### config.mk
export PLATFORM = sky130hd
export DESIGN_NAME = buffer_port_arbiter
export DESIGN_NICKNAME = d
export VERILOG_FILES = /design/src/rtl/buffer_port_arbiter.sv
export SDC_FILE = /design/constraint.sdc
export NUM_CORES = 1
export LEC_CHECK = 0
export BUFFER_PORTS_ARGS = -buffer_cell sky130_fd_sc_hd__buf_2
export CAP_MARGIN = 20
export CORE_ASPECT_RATIO = 1.2
export CORE_MARGIN = 4
export CORE_UTILIZATION = 32
export CTS_BUF_LIST = sky130_fd_sc_hd__clkbuf_8 sky130_fd_sc_hd__clkbuf_16
export CTS_CLUSTER_DIAMETER = 80
export DETAILED_ROUTE_END_ITERATION = 7
export PLACE_DENSITY_LB_ADDON = 0.05
export SYNTH_ARGS = -nofsm -noshare
export SYNTH_HDL_FRONTEND = slang
export SYNTH_SLANG_ARGS = --single-unit
### constraint.sdc
create_clock -name clk_i -period 2 [get_ports clk_i]
set_input_delay 0.1 -clock clk_i [delete_from_list [all_inputs] [get_ports clk_i]]
set_output_delay 0.1 -clock clk_i [all_outputs]
set_load 0.005 [all_outputs]
### src/rtl/buffer_port_arbiter.sv
// buffer_port_arbiter
// Shares one single-port buffer SRAM (active-low cenb/wenb, 1-cycle read
// latency) between the matrix-mult core and the external host/test loader.
// Per-cycle arbitration with burst locking, fixed/round-robin priority and
// starvation protection. Memory-side signals are combinational from the
// winning port; read-valid flags are registered one cycle after the grant.

module buffer_port_arbiter #(
    parameter int WIDTH    = 32,
    parameter int SIZE     = 512,
    parameter int MAX_WAIT = 8,
    localparam int AW      = $clog2(SIZE)
) (
    input  logic             clk_i,
    input  logic             rstn_sync_i,
    input  logic             ext_prio_i,
    // core requester
    input  logic             core_req_i,
    input  logic             core_lock_i,
    input  logic             core_we_i,
    input  logic [AW-1:0]    core_addr_i,
    input  logic [WIDTH-1:0] core_wdata_i,
    output logic             core_gnt_o,
    output logic             core_rvalid_o,
    // external host requester
    input  logic             ext_req_i,
    input  logic             ext_lock_i,
    input  logic             ext_we_i,
    input  logic [AW-1:0]    ext_addr_i,
    input  logic [WIDTH-1:0] ext_wdata_i,
    output logic             ext_gnt_o,
    output logic             ext_rvalid_o,
    // shared read data
    output logic [WIDTH-1:0] rdata_o,
    // memory side
    output logic             mem_cenb_o,
    output logic             mem_wenb_o,
    output logic [AW-1:0]    mem_addr_o,
    output logic [WIDTH-1:0] mem_d_o,
    input  logic [WIDTH-1:0] mem_q_i,
    output logic             busy_o
);

    typedef enum logic [1:0] {
        IDLE      = 2'd0,
        CORE_LOCK = 2'd1,
        EXT_LOCK  = 2'd2
    } state_t;

    localparam logic [7:0] MAX_W8 = 8'(MAX_WAIT);

    state_t     state_q, state_d;
    logic       last_ext_q;           // 1 = ext held the most recent grant
    logic [7:0] core_wait_q, ext_wait_q;
    logic [7:0] core_wait_d, ext_wait_d;
    logic       core_win, ext_win;
    logic       core_gnt, ext_gnt;
    logic       core_rvalid_q, ext_rvalid_q;

    // Pick a winner from the current requests and registered arbitration state.
    always_comb begin
        // NOTE: every signal assigned here gets a default first so no path leaves it unassigned (no latch).
        core_win = 1'b0;
        ext_win  = 1'b0;
        unique case (state_q)
            CORE_LOCK: core_win = core_req_i;
            EXT_LOCK:  ext_win  = ext_req_i;
            default: begin
                if (core_req_i && ext_req_i) begin
                    if (core_wait_q == MAX_W8)     core_win = 1'b1;
                    else if (ext_wait_q == MAX_W8) ext_win  = 1'b1;
                    else if (ext_prio_i)           ext_win  = 1'b1;
                    else if (last_ext_q)           core_win = 1'b1;
                    else                           ext_win  = 1'b1;
                end else begin
                    core_win = core_req_i;
                    ext_win  = ext_req_i;
                end
            end
        endcase
    end

    // NOTE: reset is synchronous, so grants are also masked while it is low; a request seen in the reset cycle is never executed.
    assign core_gnt = core_win & rstn_sync_i;
    assign ext_gnt  = ext_win  & rstn_sync_i;

    // Saturating wait counters and next FSM state, including lock release and lock break.
    always_comb begin
        core_wait_d = 8'd0;
        ext_wait_d  = 8'd0;
        if (core_req_i && !core_gnt)
            core_wait_d = (core_wait_q == MAX_W8) ? MAX_W8 : core_wait_q + 8'd1;
        if (ext_req_i && !ext_gnt)
            ext_wait_d = (ext_wait_q == MAX_W8) ? MAX_W8 : ext_wait_q + 8'd1;

        state_d = state_q;
        unique case (state_q)
            CORE_LOCK: if (!core_lock_i || ext_wait_d == MAX_W8) state_d = IDLE;
            EXT_LOCK:  if (!ext_lock_i || core_wait_d == MAX_W8) state_d = IDLE;
            default: begin
                if (core_gnt && core_lock_i)     state_d = CORE_LOCK;
                else if (ext_gnt && ext_lock_i)  state_d = EXT_LOCK;
            end
        endcase
    end

    // Register arbitration state, wait counters and read-valid flags.
    always_ff @(posedge clk_i) begin
        // NOTE: state registers use non-blocking assignments so every flop samples pre-edge values.
        if (!rstn_sync_i) begin
            state_q       <= IDLE;
            last_ext_q    <= 1'b1;
            core_wait_q   <= 8'd0;
            ext_wait_q    <= 8'd0;
            core_rvalid_q <= 1'b0;
            ext_rvalid_q  <= 1'b0;
        end else begin
            state_q       <= state_d;
            core_wait_q   <= core_wait_d;
            ext_wait_q    <= ext_wait_d;
            core_rvalid_q <= core_gnt & ~core_we_i;
            ext_rvalid_q  <= ext_gnt & ~ext_we_i;
            if (core_gnt)     last_ext_q <= 1'b0;
            else if (ext_gnt) last_ext_q <= 1'b1;
        end
    end

    // Memory-side mux: driven from the granted port, idle values otherwise.
    always_comb begin
        mem_addr_o = '0;
        mem_d_o    = '0;
        if (core_gnt) begin
            mem_addr_o = core_addr_i;
            mem_d_o    = core_wdata_i;
        end else if (ext_gnt) begin
            mem_addr_o = ext_addr_i;
            mem_d_o    = ext_wdata_i;
        end
    end

    assign mem_cenb_o    = ~(core_gnt | ext_gnt);
    assign mem_wenb_o    = ~((core_gnt & core_we_i) | (ext_gnt & ext_we_i));
    assign core_gnt_o    = core_gnt;
    assign ext_gnt_o     = ext_gnt;
    assign core_rvalid_o = core_rvalid_q;
    assign ext_rvalid_o  = ext_rvalid_q;
    assign rdata_o       = mem_q_i;
    assign busy_o        = (state_q != IDLE);

endmodule
==> results.md, run 1 <==
- Mapped Cells: 233
- Initial antenna violation count: 0
- HPWL after detailed placement: 5606 um
- I/O pin count: 203
- Syn Std Cell Area: 0.001931 mm^2
- Setup violation total in the final timing report: 49
- DRT Pass-1 Iters: 5
- CP startpoint: core_wait_q[2]$_SDFF_PN0_
- CP endpoint kind: output pin
- TritonCTS sink count: 21
- Clock skew: 0.001528 ns
- Top-count cell post-synth: a22o_1
- Final period utilization: 1.200
- Via density: 4.915
- Power density cells: 779.4 mW/mm^2
- Ant. Diodes: 0
- Grt ovf: 0
- Worst hold path class: input port to flop
- WP data required: 1.90 ns
- Drt wl/cell: 16.92 um
- Register bit count reported by yosys: 21
- Total GRT Usage: 0.1907
- Met1 GRT Util: 0.2213
- Final wirelength: 7970 um
- Final setup TNS: -16.56 ns
- Total Nets Final: 522
- Critical path class: flop to output pin
- Worst Tran Pin Value: 0.4740 ns
- Top cells by area, synth: dfxtp_1 (22%), a22o_1 (19%), buf_4 (12%)
- GRT met2 Usage: 0.3229
- RSZ-0062 raised after global routing: true
- CTS tree: built
- Area grow syn2layout: 70.97%
- Share of layout cells above drive strength 1: 0.6087
- Cell Rows: 30
- Core footprint: 0.005743 mm^2
- Met3 Resource Use GR: 0.08382
- Remaining antenna violation count: 0
- Reg2reg end: state_q[1]$_SDFFE_PN0P_
- Clock root buffer: clkbuf_8
- Crit-path max FO: 6
- Mean Syn Cell Area: 8.286 um^2
- Power Total: 2572 uW
- Min Hold Slack: 0.1617 ns
- Number of DRC markers in iteration 0: 93
- Final Wtd Congestion: 0.8055
- Placed cells: 438
- Synth warnings: 0
- Net Count, Synth: 363
- Clock latency on the worst-skew pair: 0.27 ns
- Unique masters post-synth: 44
- Sequential fraction of the synthesis area: 0.2178
- Critical Path End: mem_d_o[20]
- Vias in the first global route: 2077
- Fin cells: 471
- Post-synth EDFFs: 0
- Failing checks: negative setup slack
- P_leak: 0.001628 uW
- Most used DFF post-synth: dfxtp_1
- Pre-CTS setup slack: -0.1675 ns
- First-pass GRT wire length: 10900 um
- Slew headroom: 0.6828
- Largest area contributor in the netlist: dfxtp_1
- R2R Path Start: core_wait_q[0]$_SDFF_PN0_
- GRT Max-Usage Layer: met2
- Final min period: 2.400 ns
- Fmax: 416.7 MHz
- H-tree Lvls: 1
- Largest net degree at the start of global routing: 22
- Maximum vdd ir drop: 0.3588 mV
- Die X: 78.91 um
- Die Y: 93.09 um
- Hold Fails Final Rpt: 0
- Share of Yosys cell area claimed by the top area cell type: 0.2178
- Total CTS buffers: 3
- Die area: 0.007345 mm^2
- Starting density of the core: 0.3362
- Max-capacitance violation count: 0
- Max Slew Vio Count: 0
- FF-to-FF path depth: 9
- PnR worst setup slack: -0.3999 ns
- Crit path arrival time: 2.30 ns
- R2R Setup Slk: -0.24 ns
- Top cells by count, synth: a22o_1 (41), buf_4 (32), nor2_1 (22)
- Via count: 2315
- # fillers: 549
- Clk pin slew, worst setup/hold paths: 0.08 ns
- Max Root-Sink Buffers: 2
- Status: finished, violations left
- Buffers on Ports: 138
- Synth async-reset ratio: 0
- DRC viols: 0
- Startpoint Class: flop
-- power by group --
group / internal (uW) / switching [uW]
Clock: 137 / 149
Sequential: 455 / 25.1
Combinational: 1020 / 789
Total: 1610 / 964
-- per-stage QoR --
stage | instance area (um^2) | util
6_report | 3301 | 0.5747
5_1_grt | 3301 | 0.5747
4_1_cts | 3002 | 0.5227
3_5_place_dp | 2693 | 0.4688
3_3_place_gp | 2693 | 0.4688
2_1_floorplan | 1943 | -
-- worst min path at each step --
stage	startpoint	slack, ns	cells after the start	end
finish	ext_req_i	0.16	3	last_ext_q$_SDFFE_PN1N_
global route	ext_req_i	0.17	3	last_ext_q$_SDFFE_PN1N_
CTS	ext_req_i	0.15	3	last_ext_q$_SDFFE_PN1N_
detailed placement	mem_q_i[10]	0.20	0	rdata_o[10]
global placement	mem_q_i[10]	0.20	0	rdata_o[10]
floorplan	core_we_i	0.17	1	core_rvalid_o$_SDFF_PN0_
-- cells in the final DEF (no fill, tap or decap), types with 2 or more instances in the layout --
cell	netlist	final
buf_2	10	137
a22o_1	41	41
buf_4	32	40
nor2_1	22	21
dfxtp_1	21	12
xnor2_1	11	11
nand2_1	10	10
inv_1	13	9
buf_6	1	8
dfxtp_2	0	8
nand3_1	8	7
and3_1	6	6
inv_2	0	5
nand4_1	5	5
xor2_1	5	5
buf_16	0	4
clkbuf_16	0	4
buf_12	0	4
nand2b_1	3	3
a31oi_1	3	3
ha_1	7	3
ha_4	0	3
clkbuf_8	0	3
nor3_1	3	2
nor2b_1	3	2
dlygate4sd3_1	0	2
-- state kept, by name, indices dropped and copies added (netlist names) --
name           flops
core_wait_q        8
ext_wait_q         8
state_q            2
core_rvalid_o      1
ext_rvalid_o       1
last_ext_q         1
-- metal layers --
metal,routed length (um),share of wire
met5,0,0
met2,3965,0.50
met3,830,0.10
met1,3087,0.39
met4,86,0.011
-- critical path, stage by stage (launching register included) --
cell	delay [ns]
dfxtp_2	0.33
nor4_2	0.26
and4b_2	0.33
a31oi_4	0.06
a221oi_4	0.36
nor2_4	0.08
buf_6	0.14
buf_12	0.13
a22o_1	0.20
buf_2	0.14
-- cell families after synthesis --
group                      share of synthesized area
adders and majority gates                    0.04536
DFF                                           0.2178
and+or+nand+nor                               0.1841
xor gates and xnor gates                     0.07258
buffers and inverters                         0.1854
AOI/OAI and AO/OA                             0.2949
-- area by class of cell --
cell class | count | area, um^2 | share of cell area
clock buffers | 3 | 41.29 | 0.01251
clock inverters | 1 | 3.754 | 0.001137
inverters | 13 | 48.80 | 0.01478
multi-input cells | 154 | 1286 | 0.3897
flip-flops and latches | 21 | 434.2 | 0.1315
well taps | 80 | 100.1 | 0.03033
repair buffers | 199 | 1386 | 0.4200
-- repair_timing --
action	in CTS	in global routing
endpoints found under the hold margin	2	0
setup endpoints to repair	55	58
hold buffers	2	0
gates cloned	4	5
buffers inserted	10	8
pin swaps	10	19
gates resized for setup	17	35
Power figures use the tool's default switching activity.
==> run 2, diff against run 1 <==
==> constraint.sdc (replaced) <==
create_clock -name clk_i -period 2 [get_ports clk_i]
set_input_delay 0.2 -clock clk_i [delete_from_list [all_inputs] [get_ports clk_i]]
set_output_delay 0.2 -clock clk_i [all_outputs]
set_load 0.005 [all_outputs]
==> results.md, run 2 (synthesis results as in run 1) <==
- First-pass GRT wire length: 11080 um
- Max Slew Vio Count: 0
- Vias in the first global route: 2221
- Total Nets Final: 513
- DRT Pass-1 Iters: 4
- Largest net degree at the start of global routing: 20
- Flop pwr share: 0.204
- CP startpoint: core_wait_q[2]$_SDFF_PN0_
- Via density: 4.823
- Power density cells: 752.7 mW/mm^2
- Startpoint Class: flop
- Cell Rows: 30
- Starting density of the core: 0.3362
- Hold Fails Final Rpt: 0
- Part of the power in combinational logic: 0.675
- Clk pin slew, worst setup/hold paths: 0.08 ns
- Post-CTS Hold Buffers: 0
- HP Start: core_we_i
- Most common cell after layout, fill and taps aside: buf_2
- Part of the power in the clock network: 0.121
- Drt wl/cell: 15.87 um
- Max Root-Sink Buffers: 2
- Failing checks: negative setup slack
- WP data required: 1.80 ns
- Remaining antenna violation count: 0
- Sw Ratio: 0.3699
- FF/Latch Area: 426.7 um^2
- Max incr delay on CP: 0.36 ns
- TritonCTS sink count: 21
- Final wirelength: 7330 um
- DRC viols: 0
- Commonest cells after routing, fill and taps aside: buf_2 (134), buf_4 (40), a22o_1 (39), nor2_1 (21), dfxtp_1 (16)
- Pint: 1470 uW
- Die X: 78.91 um
- Clock latency on the worst-skew pair: 0.26 ns
- Area grow syn2layout: 60.53%
- CP endpoint kind: output pin
- Top Registers: core_wait_q: 8 flops, ext_wait_q: 8 flops, state_q: 2 flops
- Status: finished, violations left
- Pre-CTS setup slack: -0.2735 ns
- HPWL after detailed placement: 5883 um
- Slowest CP cell: a221oi_4
- PnR worst setup slack: -0.4838 ns
- CP Cell Sequence: nor4_4 -> and4b_2 -> a31oi_4 -> a221oi_4 -> nor2_4 -> buf_6 -> buf_12 -> a22o_1 -> buf_2
- Final period utilization: 1.242
- R2R Path Start: core_wait_q[0]$_SDFF_PN0_
- I/O pin count: 203
- Total GRT Usage: 0.1913
- Ant. Diodes: 0
- Total CTS buffers: 3
- Power Total: 2333 uW
- Crit path arrival time: 2.28 ns
- Buffers on Ports: 138
- Psw: 862.9 uW
- H-tree Lvls: 1
- Clock skew: 0.006791 ns
- Initial antenna violation count: 0
- Via count: 2228
- Multi-input logic area: 0.001245 mm^2
- Die Y: 93.09 um
- Setup violation total in the final timing report: 55
- RSZ-0062 raised after global routing: true
- P_leak: 0.001563 uW
- Critical path class: flop to output pin
- Worst Tran Pin Value: 0.4153 ns
- Share of layout cells above drive strength 1: 0.5759
- # fillers: 574
- Maximum vdd ir drop: 0.3638 mV
- Core Util, Final: 0.5397
- Fmax: 402.6 MHz
- Die area: 0.007345 mm^2
- Crit-path max FO: 14
- Worst hold path class: input port to flop
- Core footprint: 0.005743 mm^2
- Min Hold Slack: 0.09508 ns
- Grt ovf: 0
- CTS tree: built
- Max-capacitance violation count: 0
- Slew headroom: 0.7232
- Final min period: 2.484 ns
- Clock root buffer: clkbuf_8
- Final Wtd Congestion: 0.8369
- Number of DRC markers in iteration 0: 51
-- run 2: worst paths after layout --
path	end	slack, ns	cells past startpoint
worst max-delay path	mem_d_o[26]	-0.48	9
worst min-delay path	core_rvalid_o$_SDFF_PN0_	0.1	2
worst max register to register	state_q[1]$_SDFFE_PN0P_	-0.41	10
worst min register to register	last_ext_q$_SDFFE_PN1N_	0.50	2
-- run 2: stage by stage --
step | TNS, ns | instance area, um^2 | cells
2_1_floorplan | -0.8806 | 1982 | 233
3_3_place_gp | -9.598 | 2720 | 443
3_5_place_dp | -9.933 | 2720 | 443
4_1_cts | -21.41 | 3028 | 458
5_1_grt | -28.39 | 3099 | 462
6_report | -22.08 | 3099 | 462
-- run 2: critical path, delay by kind of cell, from the launching register on --
family / cells / cell delay, ns
AOI/OAI and AO/OA: 3 / 0.61
and+or+nand+nor: 3 / 0.66
buffers and inverters: 3 / 0.42
DFF: 1 / 0.33
-- run 2: power groups by stage --
stage / sequential (uW) / clock (uW) / combinational, uW
floorplan: 489 / 0 / 776
global placement: 486 / 0 / 1290
detailed placement: 486 / 0 / 1290
CTS: 476 / 296 / 1550
global route: 480 / 304 / 1720
finish: 477 / 281 / 1580
-- run 2: area by class of cell --
class                           instances  area share
Sequential cell                        21      0.1377
Multi-Input combinational cell        154      0.4017
Tap cell                               80     0.03230
Inverter                               13     0.01655
Clock buffer                            3     0.01332
Clock inverter                          1    0.001615
Timing Repair Buffer                  190      0.3969
-- run 2: what timing repair did --
action                                  4_1_cts  5_1_grt
pin swaps                                    16       11
gates resized for setup                      29       11
endpoints found under the setup margin       52       55
setup buffers                                 8        6
cloned                                        3        2
-- run 2: metal layers --
layer	track usage	vias to the layer above	routed length [um]
li1	-	1111	-
met4	0.04728	0	75
met2	0.3272	107	3602
met5	0	-	0
met1	0.2160	1004	2833
met3	0.08671	6	819
